===== config.mk =====
export PLATFORM = sky130hd
export DESIGN_NAME = nibble_serial_adder_ctrl
export DESIGN_NICKNAME = d
export VERILOG_FILES = /design/src/rtl/nibble_serial_adder_ctrl.sv
export SDC_FILE = /design/constraint.sdc
export NUM_CORES = 1
export LEC_CHECK = 0
export CAP_MARGIN = 20
export CORE_MARGIN = 4
export CORE_UTILIZATION = 26
export DETAILED_ROUTE_END_ITERATION = 12
export PLACE_DENSITY_LB_ADDON = 0.25
export RECOVER_POWER = 50
export SLEW_MARGIN = 25
export SYNTH_ARGS = -nofsm -noshare
export SYNTH_HDL_FRONTEND = slang
export SYNTH_HIERARCHICAL = 1
export SYNTH_SLANG_ARGS = --single-unit

===== constraint.sdc =====
create_clock -name clk -period 3.6 [get_ports clk]
set_input_delay 0.72 -clock clk [delete_from_list [all_inputs] [get_ports clk]]
set_output_delay 0.72 -clock clk [all_outputs]
set_load 0.02 [all_outputs]

===== src/rtl/nibble_serial_adder_ctrl.sv =====
// ============================================================================
// nibble_serial_adder_ctrl: wide add/sub that reuses one 4-bit ripple slice,
// processing one nibble per clock from the LSB to the MSB.  Rev 1.0
// ============================================================================
`default_nettype none

module fourbit_FA_str (
  output logic       Cout,
  output logic [3:0] S,
  input  logic [3:0] A,
  input  logic [3:0] B,
  input  logic       Cin
);
  logic [4:0] w_c;

  assign w_c[0] = Cin;

  for (genvar g = 0; g < 4; g++) begin : g_fa
    assign S[g]     = A[g] ^ B[g] ^ w_c[g];
    assign w_c[g+1] = (A[g] & B[g]) | (w_c[g] & (A[g] ^ B[g]));
  end

  assign Cout = w_c[4];
endmodule

module nibble_serial_adder_ctrl #(
  parameter int NIBBLES = 4
) (
  input  logic                 clk,
  input  logic                 rst,
  input  logic                 start,
  input  logic                 sub,
  input  logic [4*NIBBLES-1:0] A,
  input  logic [4*NIBBLES-1:0] B,
  output logic                 busy,
  output logic                 done,
  output logic [4*NIBBLES-1:0] S,
  output logic                 Cout,
  output logic                 ovf
);
  localparam int W  = 4 * NIBBLES;
  localparam int IW = (NIBBLES > 1) ? $clog2(NIBBLES) : 1;
  localparam logic [IW-1:0] C_LAST_IDX = IW'(NIBBLES - 1);

  typedef enum logic [1:0] {
    IDLE = 2'd0,
    RUN  = 2'd1,
    DONE = 2'd2
  } state_t;

  state_t          state_q;
  logic [IW-1:0]   idx_q;
  logic [W-1:0]    ar_q, br_q, s_q;
  logic            carry_q, busy_q, done_q, cout_q, ovf_q;

  logic [IW+1:0]   w_sh;
  logic [W-1:0]    w_a_shift, w_b_shift, w_mask, w_s_d;
  logic [3:0]      w_sum;
  logic            w_cout;

  // Slice operands come from the nibble selected by idx; the result nibble is
  // merged back into S at the same position.
  assign w_sh      = {idx_q, 2'b00};
  assign w_a_shift = ar_q >> w_sh;
  assign w_b_shift = br_q >> w_sh;
  assign w_mask    = W'(4'hF) << w_sh;
  assign w_s_d     = (s_q & ~w_mask) | (W'(w_sum) << w_sh);

  fourbit_FA_str u_slice (
    .Cout (w_cout),
    .S    (w_sum),
    .A    (w_a_shift[3:0]),
    .B    (w_b_shift[3:0]),
    .Cin  (carry_q)
  );

  always_ff @(posedge clk or posedge rst) begin
    if (rst) begin
      state_q <= IDLE;
      idx_q   <= '0;
      ar_q    <= '0;
      br_q    <= '0;
      s_q     <= '0;
      carry_q <= 1'b0;
      busy_q  <= 1'b0;
      done_q  <= 1'b0;
      cout_q  <= 1'b0;
      ovf_q   <= 1'b0;
    end else begin
      case (state_q)
        IDLE: begin
          done_q <= 1'b0;
          if (start) begin
            // Subtraction is A + ~B + 1: invert B once and seed the carry.
            ar_q    <= A;
            br_q    <= sub ? ~B : B;
            carry_q <= sub;
            idx_q   <= '0;
            s_q     <= '0;
            busy_q  <= 1'b1;
            state_q <= RUN;
          end
        end
        RUN: begin
          s_q     <= w_s_d;
          carry_q <= w_cout;
          if (idx_q == C_LAST_IDX) begin
            cout_q  <= w_cout;
            ovf_q   <= (ar_q[W-1] == br_q[W-1]) && (w_sum[3] != ar_q[W-1]);
            done_q  <= 1'b1;
            state_q <= DONE;
          end else begin
            idx_q <= idx_q + 1'b1;
          end
        end
        DONE: begin
          done_q  <= 1'b0;
          busy_q  <= 1'b0;
          state_q <= IDLE;
        end
        default: begin
          done_q  <= 1'b0;
          busy_q  <= 1'b0;
          state_q <= IDLE;
        end
      endcase
    end
  end

  assign busy = busy_q;
  assign done = done_q;
  assign S    = s_q;
  assign Cout = cout_q;
  assign ovf  = ovf_q;
endmodule

`default_nettype wire


==> results of run 1 <==
-- sequential cells by signal, summed over array words and instances (netlist names), 2 cells and up --
signal / flops
idx_q: 2
state_q: 2
ar_q: 16
S: 16
br_q: 16
-- per-stage QoR --
step	util	hold WS [ns]	instances	total power, W	area (um^2)
finish	0.360	0.504	412	0.00341	3550
global route	0.360	0.517	412	0.00372	3550
CTS	0.361	0.511	412	0.00349	3570
detailed placement	0.342	0.491	396	0.00289	3370
global placement	0.342	0.488	396	0.00286	3370
floorplan	-	0.475	215	0.00230	2670
-- path summary, 6_finish.rpt --
kind | from | end | slack [ns] | cells past startpoint
min | S[8]$_DFFE_PP0P_ | S[8]$_DFFE_PP0P_ | 0.50 | 1
max in group asynchronous | rst | br_q[11]$_DFFE_PP0P_ | 1.46 | 3
min in group asynchronous | rst | done$_DFFE_PP0P_ | 1.31 | 3
min reg2reg | S[8]$_DFFE_PP0P_ | S[8]$_DFFE_PP0P_ | 0.50 | 1
max | idx_q[0]$_DFFE_PP0P_ | ovf$_DFFE_PP0P_ | 0.31 | 12
max reg2reg | idx_q[0]$_DFFE_PP0P_ | ovf$_DFFE_PP0P_ | 0.31 | 12
-- cell families after synthesis --
family | synth area share
compound gates | 0.107
buf+inv | 0.0422
fa+ha+maj | 0.0488
simple gates | 0.0717
flops | 0.534
mux | 0.143
xor+xnor | 0.0525
-- routing by layer --
metal,GRT usage,up-vias
met5,0,-
met4,0.0419,0
met3,0.0393,13
met2,0.169,47
met1,0.140,865
li1,-,864
-- report_power, final --
group / internal [W] / total (W) / switching [W]
combinational: 0.000815 / 0.00168 / 0.000865
sequential: 0.000933 / 0.00115 / 0.000212
clock: 0.000336 / 0.000589 / 0.000253
-- layout make-up --
type                            count  area, um^2
Fill cell                         985        6310
Sequential cell                    57        1430
Multi-Input combinational cell    131        1120
Timing Repair Buffer               59         576
Tap cell                          133         166
Clock buffer                       11         141
Inverter                           16        60.1
Clock inverter                      5        55.1
-- cell usage after synthesis, types with 2 or more instances --
cell type and number:
fa_1 4, a21o_1 4, nor3_1 4, buf_2 9, mux4_2 8, clkbuf_1 2, nor2_1 21, nor3b_2 2
ha_1 4, and3b_1 2, inv_1 16, a21oi_1 19, a22o_1 16, nand2_1 6, dfrtp_1 57, o21ai_0 4
mux2_2 18, xnor2_1 16
==> results_dict.tcl, run 1 <==
set metrics [dict create \
    status "complete, no violations" \
    min_period_over_period 0.914 \
    vias 1789 \
    grt_pass1_vias 1869 \
    netlist_instances 215 \
    critPathBufInv 4 \
    nets 318 \
    ys_top_cells_by_area "dfrtp_1 53%, mux2_2 7.6%, mux4_2 6.8%, a22o_1 5.3%, xnor2_1 5.3%" \
    crit_slowest_cell "mux4_2" \
    critPathArrivalTime_ns 3.50 \
    cp-end-kind "register" \
    top_layer_used "met4" \
    final.min_clock_period_ns 3.29 \
    drtIter0Drc 28 \
    skew_ns 0.00911 \
    cap_viol_max_count 0 \
    place_hpwl_um 4380 \
    gp_congestion 0.781 \
    synth_nets 259 \
    initial_core_util 0.271 \
    synth_enable_flop_cells 0 \
    ctsHoldBuffers 0 \
    drt-pass1-iter-count 4 \
    crit_fanout 9 \
    syn_area_per_cell_um2 12.4 \
    antenna_left 0 \
    chipHeight_um 109 \
    tightest_slew_ns 1.40 \
    core_mm2 0.00986 \
    slew_headroom 0.0682 \
    overflow 0 \
    grt_pass1_wl_um 9730 \
    routedWlPerCell_um 14.3 \
    dpl_worst_slack_ns 0.288 \
    rows 36 \
    ctsResizeCount 0 \
    worstPathRequired_ns 3.81 \
    yosysSeqAreaShare 0.534 \
    post_cts_buffers 0 \
    setup_slack_ns 0.311 \
    power_density_mw_per_mm2 962 \
    htree_levels 3 \
    clk_path_buf_depth 2 \
    hold_class "register to register" \
    ys.flop_type "dfrtp_1" \
    fmax_mhz 304 \
    cts_tree "built" \
    yosysWarningCount 6 \
    worst_path_largest_cell_delay_ns 0.57 \
    dr_wl_met2_um 2750 \
    yosysTopAreaCellShare 0.534 \
    diodes 0 \
    path_delay_family "adder cells" \
    viasPerCell 4.34 \
    finalSetupViolations 0 \
    clkSinkCount 57 \
    synth.distinct_cells 21 \
    final_cell_mix "57 x dfrtp_1, 53 x clkdlybuf4s50_1, 21 x nor2_1, 19 x a21oi_1, 18 x mux2_2" \
    met3_length_um 378 \
    numPortBuffers 55 \
    netlist_area_mm2 0.00267 \
    worstSetupStartpointType "register" \
    rsz0062_at_grt "false" \
    final.setup.tns_ns 0 \
    async_reset_ff_frac 1.00 \
    wl_met1_um 2640 \
    grt_max_degree 58 \
    crit_chain "mux4_2 > fa_1 > inv_1 > fa_1 > inv_1 > fa_1 > inv_1 > fa_1 > inv_1 > and3b_1 > a21oi_1 > o21ai_0" \
    drive_above_1_share 0.168 \
    ys_ff_latch 57 \
    dieArea_mm2 0.0119 \
    cts-root-buf "clkbuf_8" \
    ir_drop_mv 0.281 \
    drt-total-wl_um 5870 \
    clkLatencyLatePin_ns 0.34 \
    drc 0 \
    clk_pin_slew_worst_paths_ns 0.07 \
    finalMaxSlewViolations 0 \
    hold_viol 0 \
    area_growth_pct 33.0 \
    io_pins 56 \
    yosys.area.top_type "dfrtp_1" \
    power.leakage_nw 1.50 \
    antenna_found_initial 0 \
    layout_commonest_cell "dfrtp_1" \
    grt_util_all_layers 0.109 \
    cts_made_buffers 9 \
    criticalPathCategory "register to register" \
    die_w_um 109 \
]
No activity file was read; power rests on OpenSTA's default activity.
==> run 2, diff against run 1 <==
--- a/config.mk
+++ b/config.mk
@@ -9,6 +9,7 @@
 export CORE_MARGIN = 4
 export CORE_UTILIZATION = 26
 export DETAILED_ROUTE_END_ITERATION = 12
+export GPL_ROUTABILITY_DRIVEN = 0
 export PLACE_DENSITY_LB_ADDON = 0.25
 export RECOVER_POWER = 50
 export SLEW_MARGIN = 25
==> results of run 2 <==
The final DEF is identical to that of run 1; final timing and power are the same.
==> run 3, diff against run 2 <==
--- a/config.mk
+++ b/config.mk
@@ -6,6 +6,7 @@
 export NUM_CORES = 1
 export LEC_CHECK = 0
 export CAP_MARGIN = 20
+export CORE_ASPECT_RATIO = 1.2
 export CORE_MARGIN = 4
 export CORE_UTILIZATION = 26
 export DETAILED_ROUTE_END_ITERATION = 12
==> results_dict.tcl, run 3 (synthesis gave the netlist of run 1 again) <==
set metrics [dict create \
    post_cts_buffers 0 \
    core_mm2 0.0100 \
    crit_fanout 6 \
    setup_slack_ns 0.305 \
    hold_viol 0 \
    grt_pass1_vias 1945 \
    initial_core_util 0.267 \
    nets 318 \
    tightest_slew_ns 1.03 \
    layout_commonest_cell "dfrtp_1" \
    grt_max_degree 50 \
    layout.cells.non_filler 404 \
    drive_above_1_share 0.169 \
    dieArea_mm2 0.0120 \
    multi_input_area_mm2 0.00112 \
    ir_drop_mv 0.338 \
    vias 1788 \
    grt_util_all_layers 0.110 \
    crit_slowest_cell "mux4_2" \
    p_comb_frac 0.468 \
    p_sw_w 0.00137 \
    slew_headroom 0.315 \
    overflow 0 \
    power.leakage_nw 1.55 \
    p_seq_frac 0.317 \
    finalSetupViolations 0 \
    cts_tree "built" \
    internal_power_w 0.00226 \
    dpl_cell_area_mm2 0.00336 \
    criticalPathCategory "register to register" \
    place_hpwl_um 4500 \
    whs_path_depth 1 \
    dpl_worst_slack_ns 0.303 \
    numPortBuffers 55 \
    area_growth_pct 35.9 \
    routedWlPerCell_um 14.9 \
    skew_ns 0.00585 \
    cp-end-kind "register" \
    p_clk_frac 0.216 \
    clkLatencyLatePin_ns 0.32 \
    diodes 0 \
    worstSetupStartpointType "register" \
    crit_chain "mux4_2 > fa_1 > inv_1 > fa_1 > inv_1 > fa_1 > inv_1 > fa_1 > inv_1 > and3b_1 > a21oi_1 > o21ai_0" \
    cap_viol_max_count 0 \
    final.min_clock_period_ns 3.30 \
    grt_pass1_wl_um 10000 \
    cts-root-buf "clkbuf_16" \
    critPathArrivalTime_ns 3.49 \
    fin_area_mm2 0.00363 \
    chipHeight_um 119 \
    final.setup.tns_ns 0 \
    fmax_mhz 303 \
    worst_path_largest_cell_delay_ns 0.57 \
    power_density_mw_per_mm2 1000 \
    drt-total-wl_um 6010 \
    rows 40 \
    htree_levels 3 \
    antenna_found_initial 0 \
    clk_path_buf_depth 2 \
    rsz0062_at_grt "false" \
    final_cell_mix "57 x dfrtp_1, 53 x clkdlybuf4s50_1, 21 x nor2_1, 19 x a21oi_1, 18 x mux2_2" \
    ctsResizeCount 0 \
    drt-pass1-iter-count 4 \
    die_w_um 100 \
    finalMaxSlewViolations 0 \
    antenna_left 0 \
    viasPerCell 4.43 \
    fill_cells 1011 \
    drtIter0Drc 42 \
    status "complete, no violations" \
    ctsHoldBuffers 0 \
    dp.cells 389 \
    clk_pin_slew_worst_paths_ns 0.05 \
    cts_made_buffers 9 \
    clkSinkCount 57 \
    drc 0 \
    min_period_over_period 0.915 \
    regArea_mm2 0.00143 \
    swShare 0.377 \
    worstPathRequired_ns 3.79 \
    io_pins 56 \
    hold_class "register to register" \
    r2r_cells 12 \
]
[run 3: final cells by class]
type,count,area share
Clock buffer,12,0.0735
Clock inverter,3,0.00414
Inverter,16,0.0166
Multi-Input combinational cell,131,0.310
Sequential cell,57,0.393
Tap cell,126,0.0435
Timing Repair Buffer,59,0.159
[run 3: metal layers]
metal	global-route usage	up-vias	part of all wire
li1	-	860	-
met1	0.134	876	0.43
met2	0.179	44	0.51
met3	0.0357	8	0.050
met4	0.0396	0	0.014
met5	0	-	0
[run 3: path summary, 6_finish.rpt]
kind	start	endpoint	slack, ns
max in group asynchronous	rst	br_q[14]$_DFFE_PP0P_	1.21
setup reg to reg	idx_q[0]$_DFFE_PP0P_	ovf$_DFFE_PP0P_	0.30
hold / removal	ar_q[14]$_DFFE_PP0P_	ar_q[14]$_DFFE_PP0P_	0.50
min in group asynchronous	rst	S[13]$_DFFE_PP0P_	1.05
setup / recovery	idx_q[0]$_DFFE_PP0P_	ovf$_DFFE_PP0P_	0.30
hold reg to reg	ar_q[14]$_DFFE_PP0P_	ar_q[14]$_DFFE_PP0P_	0.50
[run 3: through the flow]
step	util	hold slack [ns]	total power [W]
final	0.362	0.498	0.00363
after detailed placement	0.336	0.493	0.00289
after global routing	0.362	0.525	0.00393
after floorplan	-	0.475	0.00230
after CTS	0.364	0.505	0.00370
after global placement	0.336	0.487	0.00286
[run 3: worst max-delay path, delay by kind of cell (launching register included)]
family / cells / cell delay [ns]
fa+ha+maj: 4 / 1.33
mux: 1 / 0.57
buf+inv: 4 / 0.39
simple gates: 1 / 0.20
compound gates: 2 / 0.18
flops: 1 / 0.50
[run 3: power by group through the flow]
| stage | Sequential [W] | Clock [W] | Combinational [W] |
|---|---|---|---|
| 2_1_floorplan | 0.00115 | 0 | 0.00115 |
| 4_1_cts | 0.00116 | 0.000804 | 0.00173 |
| 3_3_place_gp | 0.00117 | 0 | 0.00170 |
| 6_report | 0.00115 | 0.000783 | 0.00170 |
| 5_1_grt | 0.00119 | 0.000833 | 0.00190 |
| 3_5_place_dp | 0.00117 | 0 | 0.00172 |
